[config.mk]
export PLATFORM = sky130hd
export DESIGN_NAME = uart_rx_frame_ctrl
export DESIGN_NICKNAME = d
export VERILOG_FILES = /design/src/rtl/uart_rx_frame_ctrl_pkg.sv /design/src/rtl/uart_rx_frame_ctrl_rx_sync2.sv /design/src/rtl/uart_rx_frame_ctrl.sv
export SDC_FILE = /design/constraint.sdc
export NUM_CORES = 1
export LEC_CHECK = 0
export BUFFER_PORTS_ARGS = -buffer_cell sky130_fd_sc_hd__buf_2
export CAP_MARGIN = 0
export CORE_MARGIN = 2
export CORE_UTILIZATION = 55
export DETAILED_ROUTE_END_ITERATION = 8
export MAX_ROUTING_LAYER = met4
export PLACE_DENSITY = 0.76
export SLEW_MARGIN = 20
export SYNTH_ARGS = -nofsm -noshare
export SYNTH_HDL_FRONTEND = slang
export SYNTH_HIERARCHICAL = 1
export SYNTH_SLANG_ARGS = --single-unit
[constraint.sdc]
create_clock -name clk -period 3.38 [get_ports clk]
set_input_delay 0.676 -clock clk [delete_from_list [all_inputs] [get_ports clk]]
set_output_delay 0.676 -clock clk [all_outputs]
set_load 0.005 [all_outputs]
[src/rtl/uart_rx_frame_ctrl_pkg.sv]
// Shared UART framing definitions: frame sequencer states and line idle level,
// common to the receive controller and the matching transmitter.
package uart_rx_frame_ctrl_pkg;

    typedef enum logic [2:0] {
        IDLE   = 3'd0,
        START  = 3'd1,
        DATA   = 3'd2,
        PARITY = 3'd3,
        STOP   = 3'd4,
        BREAK  = 3'd5
    } rx_state_t;

    localparam logic IDLE_LEVEL = 1'b1;

    localparam int unsigned BIT_IDX_W = 4;

endpackage

[src/rtl/uart_rx_frame_ctrl_rx_sync2.sv]
// Two-flop synchroniser for the asynchronous serial line; resets to the idle level
// so a reset never looks like a start edge.
module uart_rx_frame_ctrl_rx_sync2
    import uart_rx_frame_ctrl_pkg::*;
(
    input  logic clk,
    input  logic reset,
    input  logic d,
    output logic q
);

    logic meta;

    always_ff @(posedge clk) begin
        if (!reset) begin
            meta <= IDLE_LEVEL;
            q    <= IDLE_LEVEL;
        end else begin
            meta <= d;
            q    <= meta;
        end
    end

endmodule

[src/rtl/uart_rx_frame_ctrl.sv]
// UART receive frame sequencer: start validation, data shift-in, optional parity,
// 1 or 2 stop bits, parallel character with a one-cycle valid strobe and error flags.
module uart_rx_frame_ctrl
    import uart_rx_frame_ctrl_pkg::*;
#(
    parameter int unsigned DATA_BITS  = 8,
    parameter int unsigned OVERSAMPLE = 16,
    parameter int unsigned PARITY_EN  = 0,
    parameter int unsigned PARITY_ODD = 0,
    parameter int unsigned STOP_BITS  = 1
) (
    input  logic                 clk,
    input  logic                 reset,
    input  logic                 os_tick,
    input  logic                 bitStream,
    output logic [DATA_BITS-1:0] data,
    output logic                 data_valid,
    output logic                 parity_err,
    output logic                 frame_err,
    output logic                 busy,
    output logic [BIT_IDX_W-1:0] bit_idx
);

    localparam int unsigned SCNT_W    = $clog2(OVERSAMPLE);
    localparam int unsigned LAST_STOP = DATA_BITS + PARITY_EN + STOP_BITS;

    localparam logic [SCNT_W-1:0]    MID_SAMPLE  = SCNT_W'(OVERSAMPLE / 2 - 1);
    localparam logic [SCNT_W-1:0]    FULL_SAMPLE = SCNT_W'(OVERSAMPLE - 1);
    localparam logic [BIT_IDX_W-1:0] LAST_DATA_IDX = BIT_IDX_W'(DATA_BITS);
    localparam logic [BIT_IDX_W-1:0] LAST_STOP_IDX = BIT_IDX_W'(LAST_STOP);
    localparam logic                 PAR_ODD     = (PARITY_ODD != 0);
    localparam logic                 HAS_PARITY  = (PARITY_EN != 0);

    logic rx_s;

    rx_state_t              state, state_n;
    logic [SCNT_W-1:0]      scnt, scnt_n;
    logic [BIT_IDX_W-1:0]   bit_idx_n;
    logic [DATA_BITS-1:0]   shift, shift_n;
    logic                   perr, perr_n;
    logic                   ferr, ferr_n;
    logic                   stop_ferr;
    logic [DATA_BITS-1:0]   data_n;
    logic                   data_valid_n;
    logic                   parity_err_n;
    logic                   frame_err_n;
    logic                   busy_n;

    uart_rx_frame_ctrl_rx_sync2 u_rx_sync2 (
        .clk   (clk),
        .reset (reset),
        .d     (bitStream),
        .q     (rx_s)
    );

    // Frame sequencing; everything except start detection advances on os_tick only.
    always_comb begin
        state_n      = state;
        scnt_n       = scnt;
        bit_idx_n    = bit_idx;
        shift_n      = shift;
        perr_n       = perr;
        ferr_n       = ferr;
        stop_ferr    = ferr | (rx_s != IDLE_LEVEL);
        data_n       = data;
        data_valid_n = 1'b0;
        parity_err_n = parity_err;
        frame_err_n  = frame_err;

        case (state)
            IDLE: begin
                if (rx_s != IDLE_LEVEL) begin
                    state_n   = START;
                    scnt_n    = '0;
                    bit_idx_n = '0;
                    perr_n    = 1'b0;
                    ferr_n    = 1'b0;
                end
            end

            START: begin
                if (os_tick) begin
                    if (scnt == MID_SAMPLE) begin
                        // Restarting the count here puts every later sample at mid-bit.
                        scnt_n = '0;
                        if (rx_s == IDLE_LEVEL) begin
                            state_n = IDLE;
                        end else begin
                            bit_idx_n = BIT_IDX_W'(1);
                            state_n   = DATA;
                        end
                    end else begin
                        scnt_n = scnt + SCNT_W'(1);
                    end
                end
            end

            DATA: begin
                if (os_tick) begin
                    if (scnt == FULL_SAMPLE) begin
                        scnt_n    = '0;
                        shift_n   = {rx_s, shift[DATA_BITS-1:1]};
                        bit_idx_n = bit_idx + BIT_IDX_W'(1);
                        if (bit_idx == LAST_DATA_IDX) begin
                            state_n = HAS_PARITY ? PARITY : STOP;
                        end
                    end else begin
                        scnt_n = scnt + SCNT_W'(1);
                    end
                end
            end

            PARITY: begin
                if (os_tick) begin
                    if (scnt == FULL_SAMPLE) begin
                        scnt_n    = '0;
                        perr_n    = ((^shift) ^ rx_s) != PAR_ODD;
                        bit_idx_n = bit_idx + BIT_IDX_W'(1);
                        state_n   = STOP;
                    end else begin
                        scnt_n = scnt + SCNT_W'(1);
                    end
                end
            end

            STOP: begin
                if (os_tick) begin
                    if (scnt == FULL_SAMPLE) begin
                        scnt_n = '0;
                        ferr_n = stop_ferr;
                        if (bit_idx == LAST_STOP_IDX) begin
                            // Leaving at mid-stop lets a back-to-back start edge be caught.
                            data_n       = shift;
                            parity_err_n = perr;
                            frame_err_n  = stop_ferr;
                            data_valid_n = 1'b1;
                            bit_idx_n    = '0;
                            state_n      = stop_ferr ? BREAK : IDLE;
                        end else begin
                            bit_idx_n = bit_idx + BIT_IDX_W'(1);
                        end
                    end else begin
                        scnt_n = scnt + SCNT_W'(1);
                    end
                end
            end

            BREAK: begin
                if (os_tick && (rx_s == IDLE_LEVEL)) begin
                    state_n = IDLE;
                end
            end

            default: begin
                state_n = IDLE;
            end
        endcase

        busy_n = (state_n != IDLE);
    end

    always_ff @(posedge clk) begin
        if (!reset) begin
            state      <= IDLE;
            scnt       <= '0;
            bit_idx    <= '0;
            shift      <= '0;
            perr       <= 1'b0;
            ferr       <= 1'b0;
            data       <= '0;
            data_valid <= 1'b0;
            parity_err <= 1'b0;
            frame_err  <= 1'b0;
            busy       <= 1'b0;
        end else begin
            state      <= state_n;
            scnt       <= scnt_n;
            bit_idx    <= bit_idx_n;
            shift      <= shift_n;
            perr       <= perr_n;
            ferr       <= ferr_n;
            data       <= data_n;
            data_valid <= data_valid_n;
            parity_err <= parity_err_n;
            frame_err  <= frame_err_n;
            busy       <= busy_n;
        end
    end

endmodule

==> impl_metrics.csv, run 1 <==
group,metric,value,unit
placed_design,post-dp-hpwl,2460,um
die,design.core.area,0.00303,mm^2
grt,overflow,0,
detailed_routing,final_antenna_net_count,0,
detailed_routing,drt_iter0_drc,123,
grt,antenna_found_initial,0,
pwr,p_sw_share,22.9,%
timing,slew_viol_final,0,
timing,rsz0062_at_grt,"no",
detailed_routing,vias,1425,
layout,fill_cells,260,
clock_tree,h-tree-depth,2,
detailed_routing,drc_errors,0,
timing,min_period,2030,ps
layout,drive_gt1_share,18.1,%
pwr,p_seq_share,53.1,%
detailed_routing,routed_via_density,5.61,
pwr,power_density,417,mW/mm^2
synth,synth_top_area_cell,"dfxtp_1",
timing,fin_worst_skew,10.4,ps
timing,worst_slew_pin_slew,574,ps
synth,yosys_warnings,6,
clock_tree,cts_made_buffers,5,
grt,grt_first_pass_wirelength,5710,um
timing,slew_headroom,60.7,%
synth,syn-num-nets,198,
layout,multi_input_area,956,um^2
grt,grt_start_max_net_pins,16,
timing,fmax,493,MHz
synth,synth.avg_cell_area,9.13,um^2
worst_hold_path,min_path_type,"flop to flop",
layout,final_util,63.6,%
setup_path,crit_type,"flop to flop",
setup_path,worstPathArrival,2310,ps
clock_tree,cts.path.max_buffers,2,
placed_design,place_ws,1240,ps
setup_path,cp-start-kind,"flop",
die,io_pins,20,
synth,netlist_instances,190,
layout,final_cells,254,
grt,grt_pass1_vias,1323,
grt,grt_use_total,22.0,%
clock_tree,cts_repair_resize_count,0,
synth,synth-main-ff-cell,"dfxtp_1",
synth,mappedNetlistArea,0.00174,mm^2
placed_design,dp_cells,246,
setup_path,required,3660,ps
setup_path,worst_setup_path_end_kind,"flop",
synth,ys_seq_elements,35,
placed_design,place_congestion,0.898,
pwr,p_leak,0.000813,uW
layout,regArea,701,um^2
synth,synth_edf_count,0,
clock_tree,cts-root-buf,"clkbuf_4",
timing,hold_viol,0,
clock_tree,cts_setup_buffers,0,
timing,whs,420,ps
layout,num_antenna_cells,0,
pwr,clkPwrFrac,38.6,%
synth,synth.distinct_cells,50,
clock_tree,clock_sinks,35,
die,die_h,60.2,um
synth,synth_area_leaders,"dfxtp_1 (40%), mux2i_1 (11%), nor2_1 (5.6%)",
die,dieArea,0.00362,mm^2
timing,setup_tns,0,ps
layout,nNetsFinal,217,
timing,fin_crit_sh,60.0,%
clock_tree,clock_latency,340,ps
pwr,ir_drop,0.306,mV
placed_design,io_buffers,19,
setup_path,critical_path.max_fanout,13,
detailed_routing,routed_wl,3480,um
timing,setup_violations,0,
flow_run,drv_cap,0,
pwr,p_sw,184,uW
synth,synthArstFlopShare,0,%
outcome,run_status,"finished, final reports clean",
clock_tree,cts_tree,"done",
detailed_routing,dr.pass1.iters,4,
pwr,p_comb_share,8.3,%
synth,synth_top_area_share,40.4,%
die,rows,20,
clock_tree,clk_transition_reported_paths,100,ps
timing,setup_slack,1350,ps
detailed_routing,wl_per_cell,13.7,um
layout,area_growth,11.0,%
die,start_util,57.3,%
die,die_width,60.2,um
clock_tree,postCtsHoldBufs,0,
synth,seq_area_frac_synth,40.4,%
pwr,cell_internal_pwr,620,uW
-- cell type report --
class | instances | share of cell area (%)
Clock buffer | 6 | 2.66
Clock inverter | 2 | 1.82
Inverter | 5 | 0.974
Multi-Input combinational cell | 141 | 49.6
Sequential cell | 35 | 36.4
Tap cell | 44 | 2.86
Timing Repair Buffer | 21 | 5.71
-- per-layer routing --
layer | GRT usage, % | vias to the layer above | share of wire (%)
met5 | - | - | 0
met4 | 10.5 | 0 | 1.9
met3 | 7.36 | 7 | 5.3
met2 | 33.7 | 45 | 47
met1 | 25.9 | 666 | 46
li1 | - | 707 | -
-- power groups by stage --
stage / registers (uW) / clock network [uW] / logic [uW]
5_1_grt: 428 / 335 / 72.5
3_3_place_gp: 436 / 0 / 63.3
4_1_cts: 427 / 320 / 65.3
3_5_place_dp: 436 / 0 / 64.8
6_report: 427 / 311 / 66.6
2_1_floorplan: 431 / 0 / 55.5
-- registers in the layout, indices dropped and copies added (netlist names) --
register / flops
bit_idx: 4
busy: 1
data: 8
data_valid: 1
ferr: 1
frame_err: 1
parity_err: 1
perr: 1
scnt: 4
shift: 8
state: 3
u_rx_sync2/meta: 1
u_rx_sync2/q: 1
-- cell usage after synthesis (2+ instances only) --
master,number
dfxtp_1,35
nor2_1,26
mux2i_1,19
nand2_1,14
a21oi_1,9
xnor2_1,8
nor2b_1,6
o21ai_0,5
ha_1,4
inv_1,4
nand2b_1,4
nand3_1,4
a31oi_1,3
buf_2,3
a2111oi_0,2
buf_4,2
buf_6,2
clkbuf_1,2
nand3b_1,2
nand4_1,2
nor3_2,2
o211ai_1,2
or3_1,2
or4_1,2
-- placed cells by master, fill, tap and decap left out, types with 3 or more instances in the layout --
cell and instances:
dfxtp_1 35, nor2_1 26, mux2i_1 19, buf_2 19, nand2_1 14, a21oi_1 9, xnor2_1 8, nor2b_1 6
o21ai_0 5, clkbuf_4 5, inv_1 4, nand2b_1 4, nand3_1 4, ha_1 4, a31oi_1 3
-- metrics by stage --
| step | total power (uW) | cell area [um^2] |
|---|---|---|
| after global routing | 836 | 1930 |
| after detailed placement | 501 | 1840 |
| after floorplan | 486 | 1740 |
| final | 804 | 1930 |
| after CTS | 812 | 1930 |
| after global placement | 499 | 1840 |
-- final timing paths --
check	slack [ps]	cells past startpoint	start	endpoint
worst max-delay path	1350	5	state[1]	scnt[3]
worst max register to register	1350	5	state[1]	scnt[3]
worst min-delay path	420	1	u_rx_sync2/meta	u_rx_sync2/q
worst min register to register	420	1	u_rx_sync2/meta	u_rx_sync2/q
-- critical path, stage by stage, from the launching register on --
cell	delay, ps
dfxtp_1	660
or2_1	270
a21oi_1	100
o22a_1	270
or4_1	530
a21oi_1	150
-- logic make-up after synthesis --
group | Yosys count | synth area share [%]
xor+xnor | 10 | 5.48
flops | 35 | 40.4
simple gates | 76 | 23.2
fa+ha+maj | 4 | 2.88
mux | 19 | 11.0
compound gates | 32 | 12.5
buf+inv | 14 | 4.54
No activity file was read; power rests on OpenSTA's default activity.
==> run 2, diff against run 1 <==
- clock period: 3.38 -> 2 ns (I/O delays scaled with it)
==> impl_metrics.csv, run 2 (synthesized netlist as in run 1, its figures left out) <==
group,metric,value,unit
grt,overflow,0,
clock_tree,h-tree-depth,2,
timing,setup_violations,0,
die,die_h,60.2,um
die,io_pins,20,
clock_tree,cts.path.max_buffers,2,
grt,antenna_found_initial,0,
setup_path,worstPathArrival,2150,ps
timing,min_period,1920,ps
clock_tree,cts_made_buffers,5,
detailed_routing,drc_errors,0,
detailed_routing,routed_via_density,5.60,
timing,fin_crit_sh,96.1,%
layout,nNetsFinal,228,
setup_path,slowest_delay,440,ps
timing,hold_viol,0,
layout,num_antenna_cells,0,
die,dieArea,0.00362,mm^2
timing,fin_worst_skew,14.6,ps
layout,drive_gt1_share,24.0,%
placed_design,place_congestion,0.918,
die,start_util,57.3,%
detailed_routing,wl_met1,1620,um
setup_path,cp-start-kind,"flop",
pwr,ir_drop,0.458,mV
placed_design,io_buffers,19,
worst_hold_path,min_path_type,"primary input to flop",
layout,area_growth,16.7,%
pwr,p_leak,0.000855,uW
setup_path,path_cells,"ha_4 > nand4_1 > nor3_1 > o22ai_1 > a2111oi_1 > o211ai_1",
setup_path,cp_top_family,"compound AO/OA/AOI/OAI gates",
grt,grt_pass1_vias,1354,
setup_path,critical_path.max_fanout,6,
layout,fill_cells,256,
setup_path,required,2220,ps
grt,grt_first_pass_wirelength,6070,um
detailed_routing,top_layer,"met4",
setup_path,worst_setup_path_end_kind,"flop",
timing,setup_tns,0,ps
clock_tree,cts-root-buf,"clkbuf_4",
flow_run,drv_cap,0,
die,die_width,60.2,um
detailed_routing,dr.pass1.iters,4,
layout,final_cells,265,
detailed_routing,wl_met3,200,um
die,rows,20,
timing,worst_slew_pin_slew,524,ps
outcome,run_status,"finished, final reports clean",
detailed_routing,final_antenna_net_count,0,
detailed_routing,wl_per_cell,14.0,um
setup_path,crit_type,"flop to flop",
layout,top_regs,"data (8), shift (8)",
clock_tree,clock_sinks,35,
clock_tree,clk_transition_reported_paths,120,ps
timing,slew_headroom,64.1,%
pwr,power_density,642,mW/mm^2
clock_tree,clock_latency,350,ps
detailed_routing,routed_wl,3720,um
setup_path,cp_num_buf_inv,0,
clock_tree,cts_tree,"done",
detailed_routing,drt_iter0_drc,66,
pwr,power.total,1300,uW
layout,mostFrequentLayoutCells,"dfxtp_1 (33), nor2_1 (26), mux2i_1 (19), buf_2 (19), nand2_1 (14)",
grt,grt_start_max_net_pins,16,
timing,slew_viol_final,0,
layout,layout_commonest_cell,"dfxtp_1",
detailed_routing,met2_length,1800,um
setup_path,slowest_stage,"a2111oi_1",
placed_design,post-dp-hpwl,2630,um
grt,grt_use_total,23.4,%
die,design.core.area,0.00303,mm^2
placed_design,dp_cells,254,
timing,fmax,520,MHz
detailed_routing,vias,1483,
==> run 2: worst reg2reg max path: stages, from the launching register on <==
cell       delay [ps]
dfxtp_1           430
ha_4              190
nand4_1           220
nor3_1            260
o22ai_1           130
a2111oi_1         440
o211ai_1          120
==> run 2: metrics by stage <==
step / setup WS (ps) / hold WS (ps) / area [um^2] / utilization [%]
floorplan: 272 / 386 / 1740 / -
global placement: -4.33 / 395 / 1900 / 62.8
detailed placement: 81.6 / 402 / 1900 / 62.8
CTS: 16.9 / 226 / 1970 / 65.2
global route: -38.0 / 227 / 2020 / 66.9
finish: 77.4 / 233 / 2020 / 66.9
==> run 2: repair_timing <==
| action | 4_1_cts | 5_1_grt |
|---|---|---|
| setup buffers | 0 | 3 |
| gates resized for setup | 0 | 7 |
| hold buffers | 0 | 0 |
| setup endpoints to repair | 0 | 4 |
==> run 2: final timing paths <==
kind | start | end | slack, ps | cells after the start
worst min register to register | u_rx_sync2/meta | u_rx_sync2/q | 420 | 1
worst max register to register | scnt[0] | busy | 80 | 6
worst max-delay path | scnt[0] | busy | 80 | 6
worst min-delay path | bitStream | u_rx_sync2/meta | 230 | 2
==> run 2: area by class of cell <==
type                    instances  area, um^2  area share [%]
flip-flops and latches         35         703            34.7
well taps                      44        55.1            2.72
inverters                       5        18.8           0.927
clock buffers                   7        65.1            3.21
repair buffers                 32         193            9.52
multi-input cells             141         982            48.5
clock inverters                 1        7.51           0.371
==> run 2: per-layer routing <==
| layer | up-vias | track usage (%) |
|---|---|---|
| met4 | 0 | 12.1 |
| met5 | - | - |
| met1 | 689 | 29.0 |
| li1 | 732 | - |
| met2 | 49 | 35.4 |
| met3 | 13 | 5.41 |
==> run 2: report_power, final <==
group          internal (uW)  leakage (uW)  switching (uW)
Clock                    205     0.0000375             239
Sequential               707      0.000284            17.0
Combinational           60.2      0.000534            71.8
